--- src/rtl/hack_cpu_core.sv ---
// Multi-cycle Hack CPU core: FETCH/DECODE/EXEC sequencing, A/D/PC/IR
// registers and write-back around the Hack ALU.

module hack_alu (
    input  logic [15:0] x,
    input  logic [15:0] y,
    input  logic        zx,
    input  logic        nx,
    input  logic        zy,
    input  logic        ny,
    input  logic        f,
    input  logic        no,
    output logic [15:0] out,
    output logic        zr,
    output logic        ng
);

    logic [15:0] x_z, x_n, y_z, y_n, f_out;

    always_comb begin
        x_z   = zx ? 16'h0000 : x;
        x_n   = nx ? ~x_z : x_z;
        y_z   = zy ? 16'h0000 : y;
        y_n   = ny ? ~y_z : y_z;
        f_out = f ? (x_n + y_n) : (x_n & y_n);
        out   = no ? ~f_out : f_out;
        zr    = (out == 16'h0000);
        ng    = out[15];
    end

endmodule

module hack_cpu_core #(
    parameter int PC_WIDTH   = 15,
    parameter int ADDR_WIDTH = 15
) (
    input  logic                  i_Clk,
    input  logic                  i_Reset,
    input  logic [15:0]           i_Instr,
    output logic [PC_WIDTH-1:0]   o_PC,
    input  logic [15:0]           i_InM,
    output logic [ADDR_WIDTH-1:0] o_AddrM,
    output logic [15:0]           o_OutM,
    output logic                  o_WriteM,
    output logic                  o_InstrDone
);

    typedef enum logic [1:0] {
        FETCH  = 2'd0,
        DECODE = 2'd1,
        EXEC   = 2'd2
    } state_t;

    state_t state, state_next;

    logic [PC_WIDTH-1:0] pc, pc_inc;
    logic [15:0]         a, d, ir;
    logic [15:0]         alu_y, alu_out;
    logic                zr, ng;
    logic                is_c, exec, take;
    logic                unused_ir;

    always_ff @(posedge i_Clk) begin
        if (i_Reset) begin
            state <= FETCH;
        end else begin
            state <= state_next;
        end
    end

    always_comb begin
        state_next = state;
        unique case (state)
            FETCH:   state_next = DECODE;
            DECODE:  state_next = EXEC;
            EXEC:    state_next = FETCH;
            default: state_next = FETCH;
        endcase
    end

    assign is_c      = ir[15];
    assign exec      = (state == EXEC);
    assign alu_y     = ir[12] ? i_InM : a;
    assign pc_inc    = pc + PC_WIDTH'(1);
    assign unused_ir = ^ir[14:13];

    hack_alu u_alu (
        .x   (d),
        .y   (alu_y),
        .zx  (ir[11]),
        .nx  (ir[10]),
        .zy  (ir[9]),
        .ny  (ir[8]),
        .f   (ir[7]),
        .no  (ir[6]),
        .out (alu_out),
        .zr  (zr),
        .ng  (ng)
    );

    assign take = (ir[2] & ng) | (ir[1] & zr) | (ir[0] & ~ng & ~zr);

    // A and D change only at the end of EXEC, so the M address and the
    // jump target both see the pre-instruction A.
    always_ff @(posedge i_Clk) begin
        if (i_Reset) begin
            pc <= '0;
            a  <= '0;
            d  <= '0;
            ir <= '0;
        end else begin
            if (state == DECODE) begin
                ir <= i_Instr;
            end
            if (exec) begin
                if (!is_c) begin
                    a  <= {1'b0, ir[14:0]};
                    pc <= pc_inc;
                end else begin
                    if (ir[5]) a <= alu_out;
                    if (ir[4]) d <= alu_out;
                    pc <= take ? a[PC_WIDTH-1:0] : pc_inc;
                end
            end
        end
    end

    assign o_PC        = pc;
    assign o_AddrM     = a[ADDR_WIDTH-1:0];
    assign o_OutM      = alu_out;
    assign o_WriteM    = exec & is_c & ir[3] & ~i_Reset;
    assign o_InstrDone = exec & ~i_Reset;

endmodule

--- config.mk ---
export PLATFORM = sky130hd
export DESIGN_NAME = hack_cpu_core
export DESIGN_NICKNAME = d
export VERILOG_FILES = /design/src/rtl/hack_cpu_core.sv
export SDC_FILE = /design/constraint.sdc
export NUM_CORES = 1
export LEC_CHECK = 0
export ABC_AREA = 1
export BUFFER_PORTS_ARGS = -buffer_cell sky130_fd_sc_hd__buf_2
export CORE_AREA = 2 2 104 106
export CTS_CLUSTER_DIAMETER = 30
export DETAILED_ROUTE_END_ITERATION = 8
export DIE_AREA = 0 0 106 108
export PLACE_DENSITY = 0.76
export SLEW_MARGIN = 15
export SYNTH_ARGS = -nofsm -noshare
export SYNTH_HDL_FRONTEND = slang
export SYNTH_SLANG_ARGS = --single-unit
--- constraint.sdc ---
create_clock -name i_Clk -period 3.4 [get_ports i_Clk]
set_input_delay 0.17 -clock i_Clk [delete_from_list [all_inputs] [get_ports i_Clk]]
set_output_delay 0.17 -clock i_Clk [all_outputs]
set_load 0.01 [all_outputs]
## Word-level counts from Yosys, hierarchy flattened

Index checks and enable logic that the tools add are counted.

- Register bits after elaboration: 65
- Output and inout bits: 48
- Logic and storage cells: 43

- $add $sub $neg: 2
- Equality and inequality tests: 3
- Multiplexer cells: 12
- Bitwise operators: 17
- Reduce and logical (&&, ||, !) cells: 4

Operator list:

| cell | number |
|---|---|
| 16-bit 2-to-1 mux | 9 |
| 16-bit NOT | 3 |
| 15-bit 2-to-1 mux | 2 |
| 16-bit adder | 1 |
| 16-bit AND | 1 |
| 16-bit logical NOT | 1 |
| 15-bit by 1-bit adder with 15-bit output (second input constant) | 1 |
| 1-bit AND | 8 |
| 2-bit one-hot mux with 2 select lines | 1 |
| 1-bit NOT | 3 |
| 3-bit AND reduction | 1 |
| 2-bit by 1-bit == test with 1-bit output (second input constant) | 1 |
| 2-bit == test (second input constant) | 1 |
| 2-bit logical NOT | 1 |
| 2-bit != test (second input constant) | 1 |
| 1-bit bitwise OR | 2 |
| 2-bit AND reduction | 1 |

## Logic depth before layout (Yosys ltp)

- Word-level depth: 14
- Gate-level depth with buffers: 28
- Depth with buffers taken out: 26

## Cells and area by module

From an unflattened synthesis, not the netlist that was laid out.

- Cell total of the unflattened synthesis: 902
- Area total of the unflattened synthesis: 5,375.2 µm²

By module, submodules not included:

| module | times used | cells an instance | area each (µm²) |
|---|---|---|---|
| hack_cpu_core | 1 | 483 | 3,285.7 |
| hack_alu | 1 | 419 | 2,089.5 |

## Worst setup path after synthesis

No wires, ideal clock.

- Path type: reg-to-reg
- Start: register ir[10]
- End: register pc[3] (netlist: o_PC[3])
- Arrival: 3.507 ns
- Required time: 3.269 ns
- Path slack: -0.238 ns
- Cell stages (with the launch flop): 22
- Buffers on the path: 3
- Cell sequence: dfxtp_1 -> clkbuf_1 -> clkbuf_1 -> xor2_1 -> inv_1 -> ha_1 -> fa_1 -> nand2_1 -> nand2_1 -> xor2_1 -> inv_1 -> nor2_1 -> nand3_1 -> nor3_2 -> nand3_1 -> nand2_2 -> nand3_4 -> nand2_4 -> buf_6 -> nand2_1 -> nand3_1 -> a21oi_2

- Word-level cells in the longest chain between the ends: 11
- Elaborated cells between the ends (all ways): 17

RTL lines:

| item | RTL line | RTL |
|---|---|---|
| start, declared | 57 | `logic [15:0] a, d, ir;` |
| start signal, assigned | 113 | `ir <= i_Instr;` |
| 16-bit 2-to-1 mux * | 22 | `x_n = nx ? ~x_z : x_z;` |
| 16-bit adder or 16-bit AND (tied branches) | 25 | `f_out = f ? (x_n + y_n) : (x_n & y_n);` |
| 16-bit 2-to-1 mux * | 25 |  |
| 16-bit NOT | 26 | `out = no ? ~f_out : f_out;` |
| 16-bit 2-to-1 mux * | 26 |  |
| net o_OutM[1] | 43 | `output logic [15:0] o_OutM,` |
| 16-bit logical NOT * | 27 | `zr = (out == 16'h0000);` |
| 1-bit AND or 1-bit NOT (tied branches) | 101 | `assign take = (ir[2] & ng) \| (ir[1] & zr) \| (ir[0] & ~ng & ~zr);` |
| 1-bit bitwise OR or 1-bit AND (tied branches) | 101 |  |
| 1-bit bitwise OR * | 101 |  |
| 15-bit 2-to-1 mux * | 122 | `pc <= take ? a[PC_WIDTH-1:0] : pc_inc;` |
| 15-bit 2-to-1 mux * | 116 | `if (!is_c) begin` |
| end signal, assigned | 118 | `pc <= pc_inc;` |
| end signal, assigned | 122 |  |
| end, declared | 56 | `logic [PC_WIDTH-1:0] pc, pc_inc;` |

The timed path passes the listed nets; every way through them passes the cells marked *.
A chain may end at the register's enable or synchronous reset.

## Worst setup path after layout

- Start: register ir[12]
- End: register pc[8] (netlist: o_PC[8])

- Word-level cells in the longest chain between the ends: 14
- Elaborated cells between the ends (all ways): 20

RTL lines:

| item | RTL line | RTL |
|---|---|---|
| 16-bit 2-to-1 mux * | 83 | `assign alu_y = ir[12] ? i_InM : a;` |
| 16-bit 2-to-1 mux * | 23 | `y_z = zy ? 16'h0000 : y;` |
| 16-bit NOT | 24 | `y_n = ny ? ~y_z : y_z;` |
| 16-bit 2-to-1 mux * | 24 |  |
| 16-bit adder or 16-bit AND (tied branches) | 25 |  |
| 16-bit 2-to-1 mux * | 25 |  |
| 16-bit NOT | 26 |  |
| 16-bit 2-to-1 mux * | 26 |  |
| 16-bit logical NOT or 1-bit NOT (tied branches) | 27, 101 |  |
| 1-bit AND or 1-bit NOT (tied branches) | 101 |  |
| 1-bit bitwise OR or 1-bit AND (tied branches) | 101 |  |
| 1-bit bitwise OR * | 101 |  |
| 15-bit 2-to-1 mux * | 122 |  |
| 15-bit 2-to-1 mux * | 116 |  |

Mark *: on every way between the ends. The rest lies on a longest branch, timed or not.

==> flow_summary.ini <==
[critical_path]
worst_setup_path_end_kind = register
reg2reg_to = o_PC[8]
critPathKind = register to register
r2r-start = ir[12]
rr_worst_depth = 22
worstPathRequired_ps = 3700
cp_max_fo = 8
cp_slowest_cell = dfxtp_2
critPathLaunchType = register
arrival_ps = 3690
cp_slowest_stage_delay_ps = 350
critical_path.cell_chain = inv_4, buf_8, a21oi_1, o21ai_1, xor2_1, ha_4, nand2_1, nand2_1, a21oi_4, nand3_1, nand3_1, nand3_1, nand2_2, nand2_2, nor3_4, nand3_1, nand2_2, nand3_4, buf_6, nand3_1, nand3_2, a21oi_2
crit_top_cell = nand3_1
rrSetupSlack_ps = 8

[route]
wl_per_cell_um = 14.8
drc = 0
drt-pass1-iter-count = 6
wirelength_um = 16300
vias_per_cell = 5.40
ant_nets = 0
num_vias = 5929
drt_iter0_markers = 463

[placed_design]
place_ws_ps = 4.68
portBuffers = 81
hpwlAfterDp_um = 11600
gp_congestion = 0.900

[timing]
hold_viol = 0
fmax_mhz = 295
fin_tns_setup_ps = 0
timing.hold.ws_ps = 54.4
finalCriticalPeriod_ps = 3390
rsz0062_at_grt = yes
finalSetupViolCount = 0
finalCritPeriodShare = 0.998
worst_pin_slew_ps = 965
relSlewSlack = 0.356
slew_viol_final = 0
fin_worst_skew_ps = 10.9
finalWorstSetupSlack_ps = 7.62

[synthesis]
syn_nets = 913
synthCells = 861
yosysWarnings = 0
synth_cell_types = 36
syn-cell-area_um2 = 5300
synth_seq_area_share = 0.245
syn_area_per_cell_um2 = 6.16
synth_edf_count = 0
ys_async_sr_fraction = 0
ys_ff_latch = 65
synthFlopType = dfxtp_1

[worst_hold_path]
hold_path.class = input port to register
min_to = ir[1]
hold_depth = 3
hp-start = i_Instr[1]

[die]
ios = 82
die_height_um = 108
rows = 37
dieWidth_um = 106
dieArea_um2 = 11400
core_area_um2 = 10200
initial_core_util = 0.518

[cts]
max-clock-path-buffers = 2
clock-sinks = 65
cts_made_buffers = 9
htree_num_levels = 3
cts_tree = yes
cts-root-buf = clkbuf_8
clk_pin_slew_ps = 80
clock_latency_ps = 360
cts_hold_buf = 0

[power_and_ir_drop]
power_leakage_nw = 3.39
peakVddDrop_mv = 0.348
report.power.total_mw = 2.74
p_per_area_nw_per_um2 = 411

[finish]
area_delta_synth_final_pct = 25.7
n_antenna_cell = 0
nets = 1009
final_util = 0.651
drive_gt1_frac = 0.289

[job]
cap_viol_max_count = 0

[grt]
grt_pass1_vias = 5084
grtUsageTotal = 0.265
grt-ovfl-total = 0
grt_pass1_wl_um = 24300
antenna_found_initial = 0
grt_max_degree = 38

[run_status]
status = complete, no violations
[area by class of cell]
cell class / instances / area (um2)
Clock buffer: 9 / 124
Clock inverter: 7 / 77.6
Fill cell: 926 / 3570
Inverter: 131 / 497
Multi-Input combinational cell: 607 / 3570
Sequential cell: 65 / 1310
Tap cell: 136 / 170
Timing Repair Buffer: 143 / 915
[where the power goes]
part / leakage (nW) / switching (mW) / internal, mW
clock network: 0.100 / 0.338 / 0.344
registers: 0.529 / 0.0245 / 0.792
logic: 2.76 / 0.748 / 0.492
[sequential cells by signal, indices dropped and copies added (netlist names)]
name / cells
a: 16
d: 16
ir: 16
o_PC: 15
state: 2
[cells in the final DEF, fill, tap and decap left out, drive strengths merged, types with 10 or more instances in the layout]
cell type    n
a21oi       75
buf        142
clkbuf      10
dfxtp       65
ha          17
inv        131
nand2      236
nand3      104
nor2        40
o211ai      17
o21ai       46
xor2        44
[worst max path at each step]
stage / start / end / slack, ps / depth (start not counted)
floorplan: ir[12] / o_PC[3] / 80 / 22
global placement: ir[12] / o_PC[3] / 80 / 19
detailed placement: ir[12] / o_PC[2] / 5 / 24
CTS: ir[12] / o_PC[6] / 3 / 24
global route: ir[12] / o_PC[8] / -160 / 24
finish: ir[12] / o_PC[8] / 8 / 22
[critical path: cells and delay by family, from the launching register on]
family                   cells  cell delay [ps]
AO/OA/AOI/OAI                4              570
XOR/XNOR                     1              230
adder cells (fa/ha/maj)      1              250
buffers and inverters        3              380
flip-flops                   1              350
AND/OR/NAND/NOR             13             1540
[logic make-up (layout without fill, tap and decap cells)]
| logic type | Yosys count | after routing | share of synthesized area |
|---|---|---|---|
| buffers and inverters | 189 | 290 | 0.151 |
| flip-flops | 65 | 65 | 0.245 |
| AND/OR/NAND/NOR | 400 | 400 | 0.334 |
| XOR/XNOR | 48 | 48 | 0.0793 |
| adder cells (fa/ha/maj) | 18 | 18 | 0.0439 |
| AO/OA/AOI/OAI | 141 | 141 | 0.146 |
[repair_timing]
action | 4_1_cts | 5_1_grt
gates cloned | 0 | 2
endpoints found under the setup margin | 2 | 21
buffers inserted | 1 | 16
resized for setup | 1 | 122
pin swaps | 1 | 55
[stage by stage]
step           area [um2]  std cells
5_1_grt              6660       1098
3_5_place_dp         5900       1063
2_1_floorplan        5310        861
6_report             6660       1098
4_1_cts              6120       1080
3_3_place_gp         5900       1063
[layer usage]
| layer | vias up | global-route usage | wire, um |
|---|---|---|---|
| met5 | - | 0 | 0 |
| met1 | 2737 | 0.364 | 7100 |
| met2 | 234 | 0.419 | 7630 |
| met3 | 37 | 0.0494 | 1150 |
| met4 | 0 | 0.0930 | 401 |
| li1 | 2921 | - | - |
[synth_stat cells (3+ instances only)]
cell type	number	area (um2)
or2_2	3	18.8
buf_4	18	135
xnor2_1	4	35.0
buf_1	3	11.3
inv_1	124	465
a21oi_2	3	26.3
and2_1	3	18.8
xor2_1	44	385
nand3b_1	4	30.0
nor2_1	37	139
ha_1	17	213
dfxtp_1	65	1300
buf_2	5	25.0
clkbuf_1	30	113
inv_2	3	11.3
clkinv_1	3	11.3
nand2_1	217	815
nand3_1	103	515
a21oi_1	72	360
o21ai_0	45	225
a221oi_1	3	26.3
o211ai_1	17	128
nand2_2	18	113
nand4_1	5	31.3
Note: power is estimated with default switching activity, not from simulation.
